**src/rtl/muldiv_pkg.sv**
```systemverilog
// Shared encodings and constants for the HI/LO multiply/divide sequencer.
package muldiv_pkg;

    localparam int unsigned DATA_W     = 32;
    localparam int unsigned ITER_COUNT = 32;
    localparam int unsigned CNT_W      = 5;

    typedef enum logic [2:0] {
        OP_MULT  = 3'd0,
        OP_MULTU = 3'd1,
        OP_DIV   = 3'd2,
        OP_DIVU  = 3'd3,
        OP_MTHI  = 3'd4,
        OP_MTLO  = 3'd5,
        OP_MADD  = 3'd6,
        OP_MSUB  = 3'd7
    } op_e;

    typedef enum logic [1:0] {
        ST_IDLE = 2'd0,
        ST_RUN  = 2'd1,
        ST_FIX  = 2'd2
    } state_e;

    // Operations that work on operand magnitudes and fix the sign afterwards
    function automatic logic op_is_signed(input op_e op);
        return (op == OP_MULT) || (op == OP_DIV) || (op == OP_MADD) || (op == OP_MSUB);
    endfunction

    function automatic logic op_is_div(input op_e op);
        return (op == OP_DIV) || (op == OP_DIVU);
    endfunction

endpackage

```
**src/rtl/muldiv_iter_core.sv**
```systemverilog
// One iteration of either shift-add multiply or restoring divide on a {hi,lo} pair.
module muldiv_iter_core
    import muldiv_pkg::*;
(
    input  logic              is_div,
    input  logic [DATA_W-1:0] hi_in,
    input  logic [DATA_W-1:0] lo_in,
    input  logic [DATA_W-1:0] operand,
    output logic [DATA_W-1:0] hi_out,
    output logic [DATA_W-1:0] lo_out
);

    logic [DATA_W:0]   sum;
    logic [DATA_W:0]   shifted;
    logic              fits;
    logic [DATA_W-1:0] rem;

    // Multiply: add operand when multiplier LSB set, then shift {sum,lo} right.
    // Divide: shift remainder left taking next dividend bit, subtract if it fits.
    always_comb begin
        sum     = {1'b0, hi_in} + {1'b0, (lo_in[0] ? operand : '0)};
        shifted = {hi_in, lo_in[DATA_W-1]};
        fits    = (shifted >= {1'b0, operand});
        rem     = shifted[DATA_W-1:0] - operand;
        hi_out  = sum[DATA_W:1];
        lo_out  = {sum[0], lo_in[DATA_W-1:1]};
        if (is_div) begin
            hi_out = fits ? rem : shifted[DATA_W-1:0];
            lo_out = {lo_in[DATA_W-2:0], fits};
        end
    end

endmodule

```
**src/rtl/hilo_muldiv_sequencer.sv**
```systemverilog
// Iterative HI/LO multiply/divide unit with pipeline stall generation.
// Optional feature: define MULDIV_MADD_EN to enable MADD/MSUB accumulation.
module hilo_muldiv_sequencer
    import muldiv_pkg::*;
(
    input  logic              Clk,
    input  logic              Rst,
    input  logic              Start,
    input  logic [2:0]        Op,
    input  logic [DATA_W-1:0] OpA,
    input  logic [DATA_W-1:0] OpB,
    input  logic              ReadReq,
    output logic              Stall,
    output logic              Busy,
    output logic              Done,
    output logic [DATA_W-1:0] Hi,
    output logic [DATA_W-1:0] Lo
);

    state_e            state_q, state_d;
    logic [CNT_W-1:0]  cnt_q, cnt_d;
    logic [DATA_W-1:0] acc_hi_q, acc_hi_d, acc_lo_q, acc_lo_d;
    logic [DATA_W-1:0] mag_b_q, mag_b_d, opa_q, opa_d;
    op_e               op_q, op_d;
    logic              neg_p_q, neg_p_d, neg_r_q, neg_r_d;
    logic [DATA_W-1:0] hi_d, lo_d;
    logic              busy_d, done_d;

    op_e                 op_in;
    logic                in_signed, in_iter;
    logic [DATA_W-1:0]   mag_a_in, mag_b_in;
    logic                run_div;
    logic [DATA_W-1:0]   step_hi, step_lo;
    logic [2*DATA_W-1:0] prod_raw, prod_fix, hilo;
    logic [DATA_W-1:0]   quo_fix, rem_fix;

    // Decode the incoming request and take operand magnitudes
    always_comb begin
        op_in     = op_e'(Op);
        in_signed = op_is_signed(op_in);
        mag_a_in  = (in_signed && OpA[DATA_W-1]) ? -OpA : OpA;
        mag_b_in  = (in_signed && OpB[DATA_W-1]) ? -OpB : OpB;
`ifdef MULDIV_MADD_EN
        in_iter   = (op_in != OP_MTHI) && (op_in != OP_MTLO);
`else
        in_iter   = (op_in == OP_MULT) || (op_in == OP_MULTU) ||
                    (op_in == OP_DIV)  || (op_in == OP_DIVU);
`endif
    end

    assign run_div = op_is_div(op_q);

    muldiv_iter_core u_core (
        .is_div  (run_div),
        .hi_in   (acc_hi_q),
        .lo_in   (acc_lo_q),
        .operand (mag_b_q),
        .hi_out  (step_hi),
        .lo_out  (step_lo)
    );

    // Sign-corrected results used at writeback
    always_comb begin
        prod_raw = {acc_hi_q, acc_lo_q};
        prod_fix = neg_p_q ? -prod_raw : prod_raw;
        hilo     = {Hi, Lo};
        quo_fix  = neg_p_q ? -acc_lo_q : acc_lo_q;
        rem_fix  = neg_r_q ? -acc_hi_q : acc_hi_q;
    end

    // Next-state, datapath and output logic
    always_comb begin
        state_d  = state_q;
        cnt_d    = cnt_q;
        acc_hi_d = acc_hi_q;
        acc_lo_d = acc_lo_q;
        mag_b_d  = mag_b_q;
        opa_d    = opa_q;
        op_d     = op_q;
        neg_p_d  = neg_p_q;
        neg_r_d  = neg_r_q;
        hi_d     = Hi;
        lo_d     = Lo;
        done_d   = 1'b0;

        case (state_q)
            ST_IDLE: begin
                if (Start) begin
                    if (op_in == OP_MTHI) begin
                        hi_d = OpA;
                    end else if (op_in == OP_MTLO) begin
                        lo_d = OpA;
                    end else if (in_iter) begin
                        state_d  = ST_RUN;
                        cnt_d    = CNT_W'(ITER_COUNT - 1);
                        acc_hi_d = '0;
                        acc_lo_d = mag_a_in;
                        mag_b_d  = mag_b_in;
                        opa_d    = OpA;
                        op_d     = op_in;
                        neg_p_d  = in_signed & (OpA[DATA_W-1] ^ OpB[DATA_W-1]);
                        neg_r_d  = in_signed & OpA[DATA_W-1];
                    end
                end
            end
            ST_RUN: begin
                acc_hi_d = step_hi;
                acc_lo_d = step_lo;
                if (cnt_q == '0) begin
                    state_d = ST_FIX;
                end else begin
                    cnt_d = cnt_q - CNT_W'(1);
                end
            end
            ST_FIX: begin
                state_d = ST_IDLE;
                done_d  = 1'b1;
                case (op_q)
                    OP_MULT, OP_MULTU: {hi_d, lo_d} = prod_fix;
                    OP_DIV, OP_DIVU: begin
                        if (mag_b_q == '0) begin
                            hi_d = opa_q;
                            lo_d = '1;
                        end else begin
                            hi_d = rem_fix;
                            lo_d = quo_fix;
                        end
                    end
`ifdef MULDIV_MADD_EN
                    OP_MADD: {hi_d, lo_d} = hilo + prod_fix;
                    OP_MSUB: {hi_d, lo_d} = hilo - prod_fix;
`endif
                    default: {hi_d, lo_d} = hilo;
                endcase
            end
            default: state_d = ST_IDLE;
        endcase

        busy_d = (state_d != ST_IDLE);
    end

    // State and register update with asynchronous reset
    always_ff @(posedge Clk or posedge Rst) begin
        if (Rst) begin
            state_q  <= ST_IDLE;
            cnt_q    <= '0;
            acc_hi_q <= '0;
            acc_lo_q <= '0;
            mag_b_q  <= '0;
            opa_q    <= '0;
            op_q     <= OP_MULT;
            neg_p_q  <= 1'b0;
            neg_r_q  <= 1'b0;
            Hi       <= '0;
            Lo       <= '0;
            Busy     <= 1'b0;
            Done     <= 1'b0;
        end else begin
            state_q  <= state_d;
            cnt_q    <= cnt_d;
            acc_hi_q <= acc_hi_d;
            acc_lo_q <= acc_lo_d;
            mag_b_q  <= mag_b_d;
            opa_q    <= opa_d;
            op_q     <= op_d;
            neg_p_q  <= neg_p_d;
            neg_r_q  <= neg_r_d;
            Hi       <= hi_d;
            Lo       <= lo_d;
            Busy     <= busy_d;
            Done     <= done_d;
        end
    end

    // Freeze the front of the pipe while an iterative op owns HI/LO
    assign Stall = Busy & (ReadReq | Start);

endmodule

```
**config.mk**
```make
export PLATFORM = sky130hd
export DESIGN_NAME = hilo_muldiv_sequencer
export DESIGN_NICKNAME = d
export VERILOG_FILES = /design/src/rtl/muldiv_pkg.sv /design/src/rtl/muldiv_iter_core.sv /design/src/rtl/hilo_muldiv_sequencer.sv
export SDC_FILE = /design/constraint.sdc
export NUM_CORES = 1
export LEC_CHECK = 0
export CELL_PAD_IN_SITES_DETAIL_PLACEMENT = 1
export CELL_PAD_IN_SITES_GLOBAL_PLACEMENT = 2
export CORE_ASPECT_RATIO = 1.5
export CORE_UTILIZATION = 32
export CTS_BUF_LIST = sky130_fd_sc_hd__clkbuf_16
export DETAILED_ROUTE_END_ITERATION = 6
export PLACE_DENSITY_LB_ADDON = 0.1
export SYNTH_ARGS = -nofsm -noshare
export SYNTH_HDL_FRONTEND = slang
export SYNTH_SLANG_ARGS = --single-unit
```
**constraint.sdc**
```tcl
create_clock -name Clk -period 6.8 [get_ports Clk]
set_clock_uncertainty 0.2 [all_clocks]
set_input_delay 1.36 -clock Clk [delete_from_list [all_inputs] [get_ports Clk]]
set_output_delay 1.36 -clock Clk [all_outputs]
set_load 0.03 [all_outputs]
```
======== Word-level counts from Yosys, hierarchy flattened ========
Index checks and enable logic that the tools add are counted.
word-level totals
  output and inout bits ................... 67
  word-level logic and storage cells ...... 116
  input port bits ......................... 71
  register bits ........................... 206
operators by class
  reduce and logical (&&, ||, !) cells .... 24
  eq/ne operators ......................... 20
  bitwise logic cells ..................... 7
  $lt $le $gt $ge ......................... 1
  $add $sub $neg .......................... 8
  muxes and demuxes ....................... 43
operators by type and width
  kind                                               count
  2-to-1 mux 32 bit                                  23
  case mux 32 bit (2 select lines)                   6
  negation 32 bit                                    4
  2-to-1 mux 64 bit                                  1
  negation 64 bit                                    1
  adder 32 x 32 -> 33 bit                            1
  greater-or-equal comparator 33 x 32 -> 1 bit       1
  zero test 32 bit                                   1
  subtractor 32 bit                                  1
  2-to-1 mux 5 bit                                   5
  AND reduction 5 bit                                3
  inequality test 2 bit (second input constant)      7
  == test 3 x 2 -> 1 bit (second input constant)     4
  == test 3 bit (second input constant)              4
  2-to-1 mux 2 bit                                   5
  case mux 5 bit (2 select lines)                    1
  logical OR 1 bit                                   7
  == test 3 x 1 -> 1 bit (second input constant)     2
  zero test 3 bit                                    2
  AND reduction 6 bit                                1
  nonzero test 2 bit                                 3
  zero test 5 bit                                    1
  subtractor 5 x 1 -> 5 bit (second input constant)  1
  case mux 2 bit (2 select lines)                    1
  12 further kinds                                   17

======== Logic depth before layout (Yosys ltp) ========
Gate-level depths: netlist of run 1.
  depth in word-level cells ............... 11
  depth in mapped cells ................... 14
  gate-level depth less buffers ........... 13

======== By module ========
A second synthesis of run 1 with hierarchy kept.
second synthesis, totals
  cells, all modules ...................... 2085
  area total of the unflattened synthesis .. 16864.9 um^2
by module, submodules not included
  module                 cells an instance  times used  area an instance (um^2)
  hilo_muldiv_sequencer  1414               1           12166.7
  muldiv_iter_core       671                1           4698.3

======== Least setup slack after synthesis of run 1 ========
OpenSTA, ideal clock, no wires.
  path kind ............................... input to register
  start point ............................. in OpA[2]
  end point ............................... reg acc_lo_q[30]
  data arrival time ....................... 3.503 ns
  cell stages on the path ................. 10
  slack ................................... 2.964 ns
  path buffers ............................ 1
  cell sequence ........................... clkbuf_1 > nor4_1 > nand3_1 > nor4_2 > a21oi_1 > nor2_1 > a21bo_2 > xor2_1 > a21oi_1 > o21ai_0
on the way
  longest elaborated chain between the ends .. 7
RTL lines
  what                              RTL line                      text
  from (decl)                       hilo_muldiv_sequencer.sv:10   input logic [DATA_W-1:0] OpA,
  negation 32 bit                   hilo_muldiv_sequencer.sv:41   mag_a_in = (in_signed && OpA[DATA_W-1]) ? -OpA : OpA;
  2-to-1 mux 32 bit                 hilo_muldiv_sequencer.sv:41
  2-to-1 mux 32 bit                 hilo_muldiv_sequencer.sv:93   end else if (in_iter) begin
  2-to-1 mux 32 bit                 hilo_muldiv_sequencer.sv:91   end else if (op_in == OP_MTLO) begin
  2-to-1 mux 32 bit                 hilo_muldiv_sequencer.sv:89   if (op_in == OP_MTHI) begin
  2-to-1 mux 32 bit                 hilo_muldiv_sequencer.sv:88   if (Start) begin
  case mux 32 bit (2 select lines)  hilo_muldiv_sequencer.sv:86   case (state_q)
  to (signal assigned)              hilo_muldiv_sequencer.sv:162  acc_lo_q <= acc_lo_d;
  to (decl)                         hilo_muldiv_sequencer.sv:22   logic [DATA_W-1:0] acc_hi_q, acc_hi_d, acc_lo_q, acc_lo_d;
Every way passes these cells. The select of a mux whose other input is x is not followed.
A chain may end at the register's enable or synchronous reset.

======== Worst setup path after layout of run 1 ========
Same ends and word-level chain as after synthesis.

==> impl_results.md, run 1 <==
* Period utilization at between 60% and 70%
* Detail Route Antenna Nets at 0
* Via-per-instance ratio at about 5.5
* Worst r2r src: acc_lo_q[0]$_DFFE_PP0P_
* Critical path arrival at 4.87 ns
* Max frequency at roughly 0.21 GHz
* Longest Clk Path Bufs at 3
* Mean Syn Cell Area at between 7 and 8 um2
* CTS Buf Count at 25
* Die Wd at around 190 um
* Post-synth EDFFs at 0
* Synth Cell Area at roughly 16,000 um2
* PostCTS Resize Cnt at 0
* Slew headroom at between 10 and 15%
* FF-to-FF path depth at 9
* Synth Register Bits at 205
* Die area at about 52,000 um2
* Most common cell after layout, fill and taps aside: nand2_1
* # IOs at between 100 and 150
* DRT iter0 DRCs at about 680
* Initial antenna violation count at 0
* Reg2reg end: Hi[11]$_DFFE_PP0P_
* Worst VDD drop at around 0.00019 V
* Initial Util at between 30% and 40%
* Total core area at 50,800 um2
* Largest net degree at the start of global routing at between 100 and 150
* Port Buffers at roughly 140
* Worst hold slack at about 0.26 ns
* Worst Hold Depth at 1
* ANT cells at 0
* Syn_nets at 2,314
* # clock sinks at ~210
* Static leakage at about 0.0079 uW
* Req. time, crit path at approximately 7 ns
* Layout cells sized above 1 at between 4 and 5%
* GR Overflow Total at 0
* CTS tree: done
* Worst Path Class, Setup: in -> reg
* Post-CTS Hold Buffers at 0
* Tmin final at between 4 and 5 ns
* DR WL/cell at 22.11 um
* Post-CTS Setup Inserts at 0
* # setup viols final at 0
* Clk_lat worst skew at between 0.5 and 0.6 ns
* First-pass GRT wire length at between 100,000 and 150,000 um
* Critical path endpoint category: flip-flop
* Routability cong. at 0.8694
* Yosys warning total at 0
* HP Start: cnt_q[4]$_DFFE_PP0P_
* Startpoint types: primary input
* Number of distinct library cells after synthesis at between 70 and 80
* Hold WC Path Type: reg -> reg
* Routed WL at roughly 64,000 um
* Top_reg_cell synth: dfrtp_1
* Worst Tran Pin Value at roughly 1.3 ns
* Die Span Y at about 280 um
* DPL Wire Length at between 40,000 and 50,000 um
* WHS Endpoint: state_q[1]$_DFF_PP0_
* # rows at approximately 100
* Synth Instances at between 2,000 and 2,500
* Slew Viols, Final at 0
* Gr usage total at about 25%
* Setup_tns at 0 ns
* Reg2reg setup slack at approximately 2.3 ns
* Final hold violation count at 0
* Max Cap Viol at 0
* Commonest cells after routing, fill and taps aside: 363 x nand2_1, 252 x o21ai_0, 204 x dfrtp_1, 165 x a21oi_1, 149 x nor2_1
* Vias in the first global route at 16,868
* Root buffer cell: clkbuf_16
* Fillcell total at ~6,200
* Synth-to-layout area growth at 16.08%
* Register area share after synthesis at a little under a third
* PwrDens at roughly 570 nW/um2
* Reg clk slew, reported paths at approximately 0.060 ns
* RSZ-0062 raised after global routing: false
* CP max FO at 8
* Synth async-reset ratio at 100.0%
* Residual DRC at 0
* Outcome: completed
* First-pass iteration count of the detailed router at 5
* H-tree depth at 1
* Nets@finish at 2,343
* Total number of vias at between 15,000 and 20,000
[flip-flops by register name (all words and copies together) (netlist names)]
| name | flops |
|---|---|
| Busy | 1 |
| neg_p_q | 1 |
| Hi | 32 |
| neg_r_q | 1 |
| mag_b_q | 32 |
| acc_lo_q | 32 |
| cnt_q | 5 |
| opa_q | 32 |
| op_q | 2 |
| Lo | 32 |
| state_q | 2 |
| Done | 1 |
| acc_hi_q | 32 |
[worst max-delay path, cell delays in order]
cell and delay [ns]:
clkdlybuf4s50_1 0.55, nor4_1 0.79, nand3_1 0.39, nor4_2 0.66, a21oi_1 0.21, nor2_1 0.25, a21bo_2 0.26, xor2_1 0.14
a21oi_1 0.16, o21ai_0 0.09
[stage by stage]
stage | total power (uW) | utilization, % | cell area, um2 | cells | worst slack (ns)
final | 10860 | 37.68 | 19140 | 2887 | 2.125
after global routing | 11780 | 37.68 | 19140 | 2887 | 1.894
after CTS | 10970 | 37.68 | 19140 | 2887 | 2.169
after detailed placement | 9525 | 36.06 | 18320 | 2843 | 1.581
after global placement | 9411 | 36.06 | 18320 | 2843 | 1.649
after floorplan | 7313 | - | 16490 | 2172 | 2.582
[cells by family (layout without fill, tap and decap cells)]
logic type	count (synthesis)	in the layout	synth area share (%)
XOR/XNOR	200	200	10.62
adder cells (fa/ha/maj)	71	71	5.479
flip-flops	205	205	31.11
buffers and inverters	234	280	5.509
multiplexers	21	21	1.275
AO/OA/AOI/OAI	670	670	24.72
AND/OR/NAND/NOR	771	771	21.29
[area by class of cell]
type,instances,area (um2),area share [%]
Clock buffer,25,625.6,3.269
Clock inverter,19,192.7,1.007
Inverter,72,274.0,1.432
Multi-Input combinational cell,1733,10490,54.82
Sequential cell,205,5131,26.81
Tap cell,669,837.1,4.373
Timing Repair Buffer,164,1587,8.289
[report_power, final]
group	switching, uW	leakage, uW	internal (uW)
sequential	817	0.00252	1830
combinational	4090	0.00496	2730
clock	579	0.000416	818
total	5490	0.00789	5370
[synth_stat cells, types with 21 or more instances]
| library cell | n | area share, % |
|---|---|---|
| nand2_1 | 364 | 8.3 |
| or3_1 | 27 | 1.0 |
| nor3_1 | 42 | 1.3 |
| clkbuf_1 | 136 | 3.1 |
| a21o_1 | 27 | 1.2 |
| o21ai_0 | 252 | 7.6 |
| xnor2_1 | 117 | 6.2 |
| a21oi_1 | 165 | 5.0 |
| o22ai_1 | 32 | 1.2 |
| nand4_1 | 22 | 0.83 |
| nand3_1 | 52 | 1.6 |
| mux2i_1 | 21 | 1.3 |
| inv_1 | 70 | 1.6 |
| o31ai_1 | 29 | 1.3 |
| nor2_1 | 150 | 3.4 |
| xor2_1 | 83 | 4.4 |
| ha_1 | 69 | 5.2 |
| nor4_1 | 26 | 0.99 |
| dfrtp_1 | 205 | 31 |
[worst max-delay path by stage]
| stage | slack [ns] | startpoint | cells past startpoint | end |
|---|---|---|---|---|
| after floorplan | 2.58 | Rst | 1 | Busy$_DFF_PP0_ |
| after global placement | 1.65 | OpA[2] | 10 | acc_lo_q[30]$_DFFE_PP0P_ |
| after detailed placement | 1.58 | OpA[2] | 10 | acc_lo_q[30]$_DFFE_PP0P_ |
| after CTS | 2.17 | OpA[2] | 10 | acc_lo_q[30]$_DFFE_PP0P_ |
| after global routing | 1.89 | OpA[2] | 10 | acc_lo_q[30]$_DFFE_PP0P_ |
| final | 2.12 | OpA[2] | 10 | acc_lo_q[30]$_DFFE_PP0P_ |
[metal layers]
metal | up-vias | global-route usage (%) | wire, um
li1 | 7736 | - | -
met1 | 7752 | 27.60 | 26020
met2 | 248 | 47.78 | 34420
met3 | 88 | 1.689 | 1325
met4 | 0 | 8.659 | 2070
met5 | - | 0 | 0
Power figures use the tool's default switching activity.
==> run 2: changes to the inputs <==
Settings changed: CORE_UTILIZATION 32 to 34.
Clock period 6.8 ns to 4.85 ns, I/O delays scaled along.
==> impl_results.md, run 2 (synthesis results as in run 1) <==
* Residual DRC at 0
* Die Span Y at roughly 270 um
* Routability cong. at between 0.9 and 1
* Post-route insts no fill at 2,853
* Total number of vias at 16,147
* CTS Buf Count at 25
* Post-CTS Hold Buffers at 0
* CTS tree: done
* First-pass iteration count of the detailed router at 7
* Fillcell total at around 5,900
* Placed insts at approximately 2,800
* PwrDens at ~790 nW/um2
* Reg2reg setup slack at 0.59 ns
* Slew headroom at between 30% and 40%
* Outcome: completed
* Req. time, crit path at just over 5 ns
* Startpoint types: flip-flop
* Detail Route Antenna Nets at 0
* Highest-delay cell along the critical path: o41ai_1
* Period utilization at between 80 and 90%
* Routed WL at about 65,000 um
* Tmin final at between 4 and 5 ns
* Post-CTS Setup Inserts at 0
* Largest net degree at the start of global routing at 66
* Total core area at ~48,000 um2
* ANT cells at 0
* Layout cells sized above 1 at around 5.8%
* DRT iter0 DRCs at approximately 700
* Critical path arrival at around 4.5 ns
* Initial antenna violation count at 0
* Final WS setup at 0.5915 ns
* Most used cell, CP: o21ai_0
* CP max FO at 27
* Port Buffers at ~140
* DR WL/cell at 22.76 um
* Max frequency at 0.2348 GHz
* Largest delay share family, worst path: compound AO/OA/AOI/OAI gates
* HP Start: Lo[4]$_DFFE_PP0P_
* Crit path buf inv count at 2
* Slew Viols, Final at 0
* Reg2reg end: acc_hi_q[31]$_DFFE_PP0P_
* Most common cell after layout, fill and taps aside: nand2_1
* Static leakage at 0.008048 uW
* Pre-CTS setup slack at between 0.5 and 0.6 ns
* Design area at about 19,000 um2
* PostCTS Resize Cnt at 0
* Hold WC Path Type: reg -> reg
* Commonest cells after routing, fill and taps aside: 363 x nand2_1, 252 x o21ai_0, 204 x dfrtp_1, 165 x a21oi_1, 149 x nor2_1
* Slowest Stage Delay on Critical Path at roughly 0.49 ns
* H-tree depth at 1
* Worst Hold Depth at 2
* Synth-to-layout area growth at 16.95%
* Vias in the first global route at around 17,000
* Worst Path Class, Setup: reg -> reg
* Max Cap Viol at 0
* # clock sinks at approximately 210
* Nets@finish at ~2,400
* First-pass GRT wire length at just over 100,000 um
* Root buffer cell: clkbuf_16
* # IOs at around 140
* Worst r2r src: acc_lo_q[0]$_DFFE_PP0P_
* Die Wd at 181.8 um
* DPL Wire Length at about 50,000 um
* Die area at around 49,000 um2
* Critical path endpoint category: flip-flop
* Final hold violation count at 0
* Worst Tran Pin Value at 0.9077 ns
* Worst path cell trace: inv_1 -> buf_4 -> nor2_1 -> ha_1 -> and3_1 -> a221oi_1 -> o21ai_0 -> or3_1 -> o21ai_1 -> nor3b_1 -> o41ai_1 -> o21ai_0 -> a32o_1
* # rows at approximately 100
* Clk_lat worst skew at ~0.58 ns
* GR Overflow Total at 0
* WHS Endpoint: Lo[4]$_DFFE_PP0P_
* Setup_tns at 0 ns
* Initial Util at 34.48%
* Post-DP Area at approximately 18,000 um2
* Longest Clk Path Bufs at 3
* # setup viols final at 0
* RSZ-0062 raised after global routing: false
* Reg clk slew, reported paths at around 0.070 ns
* Gr usage total at roughly a quarter
* Via-per-instance ratio at approximately 5.7
* FF-to-FF path depth at 13
* Worst VDD drop at around 0.00026 V
## run 2: how the worst max path moves through the flow
stage / startpoint / to / depth (start not counted) / slack, ns
global placement: OpB[8] / mag_b_q[29]$_DFFE_PP0P_ / 10 / 0.59
global route: acc_lo_q[0]$_DFFE_PP0P_ / acc_hi_q[31]$_DFFE_PP0P_ / 13 / 0.42
finish: acc_lo_q[0]$_DFFE_PP0P_ / acc_hi_q[31]$_DFFE_PP0P_ / 13 / 0.59
floorplan: Rst / Busy$_DFF_PP0_ / 1 / 1.02
detailed placement: OpB[8] / mag_b_q[29]$_DFFE_PP0P_ / 10 / 0.51
CTS: acc_lo_q[0]$_DFFE_PP0P_ / acc_hi_q[31]$_DFFE_PP0P_ / 13 / 0.59
## run 2: tightest hold or removal path: stages (launching register included)
cell and delay, ns:
dfrtp_1 0.34, nand2_1 0.05, o21ai_0 0.06
## run 2: layout make-up
| type | count | area, um2 | area share [%] |
|---|---|---|---|
| Inverter | 72 | 274.0 | 1.421 |
| Multi-Input combinational cell | 1733 | 10480 | 54.35 |
| Sequential cell | 205 | 5131 | 26.61 |
| Clock buffer | 25 | 625.6 | 3.244 |
| Timing Repair Buffer | 197 | 1859 | 9.642 |
| Tap cell | 600 | 750.7 | 3.893 |
| Clock inverter | 21 | 161.4 | 0.8370 |
## run 2: power by group
group	total [uW]	internal, uW	switching (uW)
Combinational	9860	3940	5920
Clock	1880	1050	836
Sequential	3570	2560	1010
## run 2: layer usage
| metal | share of wire [%] | global-route usage (%) | vias to the layer above |
|---|---|---|---|
| li1 | - | - | 7809 |
| met1 | 41 | 30.08 | 7924 |
| met2 | 53 | 50.65 | 302 |
| met3 | 2.3 | 2.026 | 112 |
| met4 | 4.0 | 10.68 | 0 |
| met5 | 0 | 0 | - |
## run 2: through the flow
step / hold slack [ns] / util, % / total power [uW]
3_3_place_gp: 0.2451 / 38.68 / 13270
3_5_place_dp: 0.2637 / 38.68 / 13450
5_1_grt: 0.2954 / 40.32 / 16590
6_report: 0.2775 / 40.32 / 15310
2_1_floorplan: 0.2269 / - / 10250
4_1_cts: 0.2840 / 40.32 / 15400
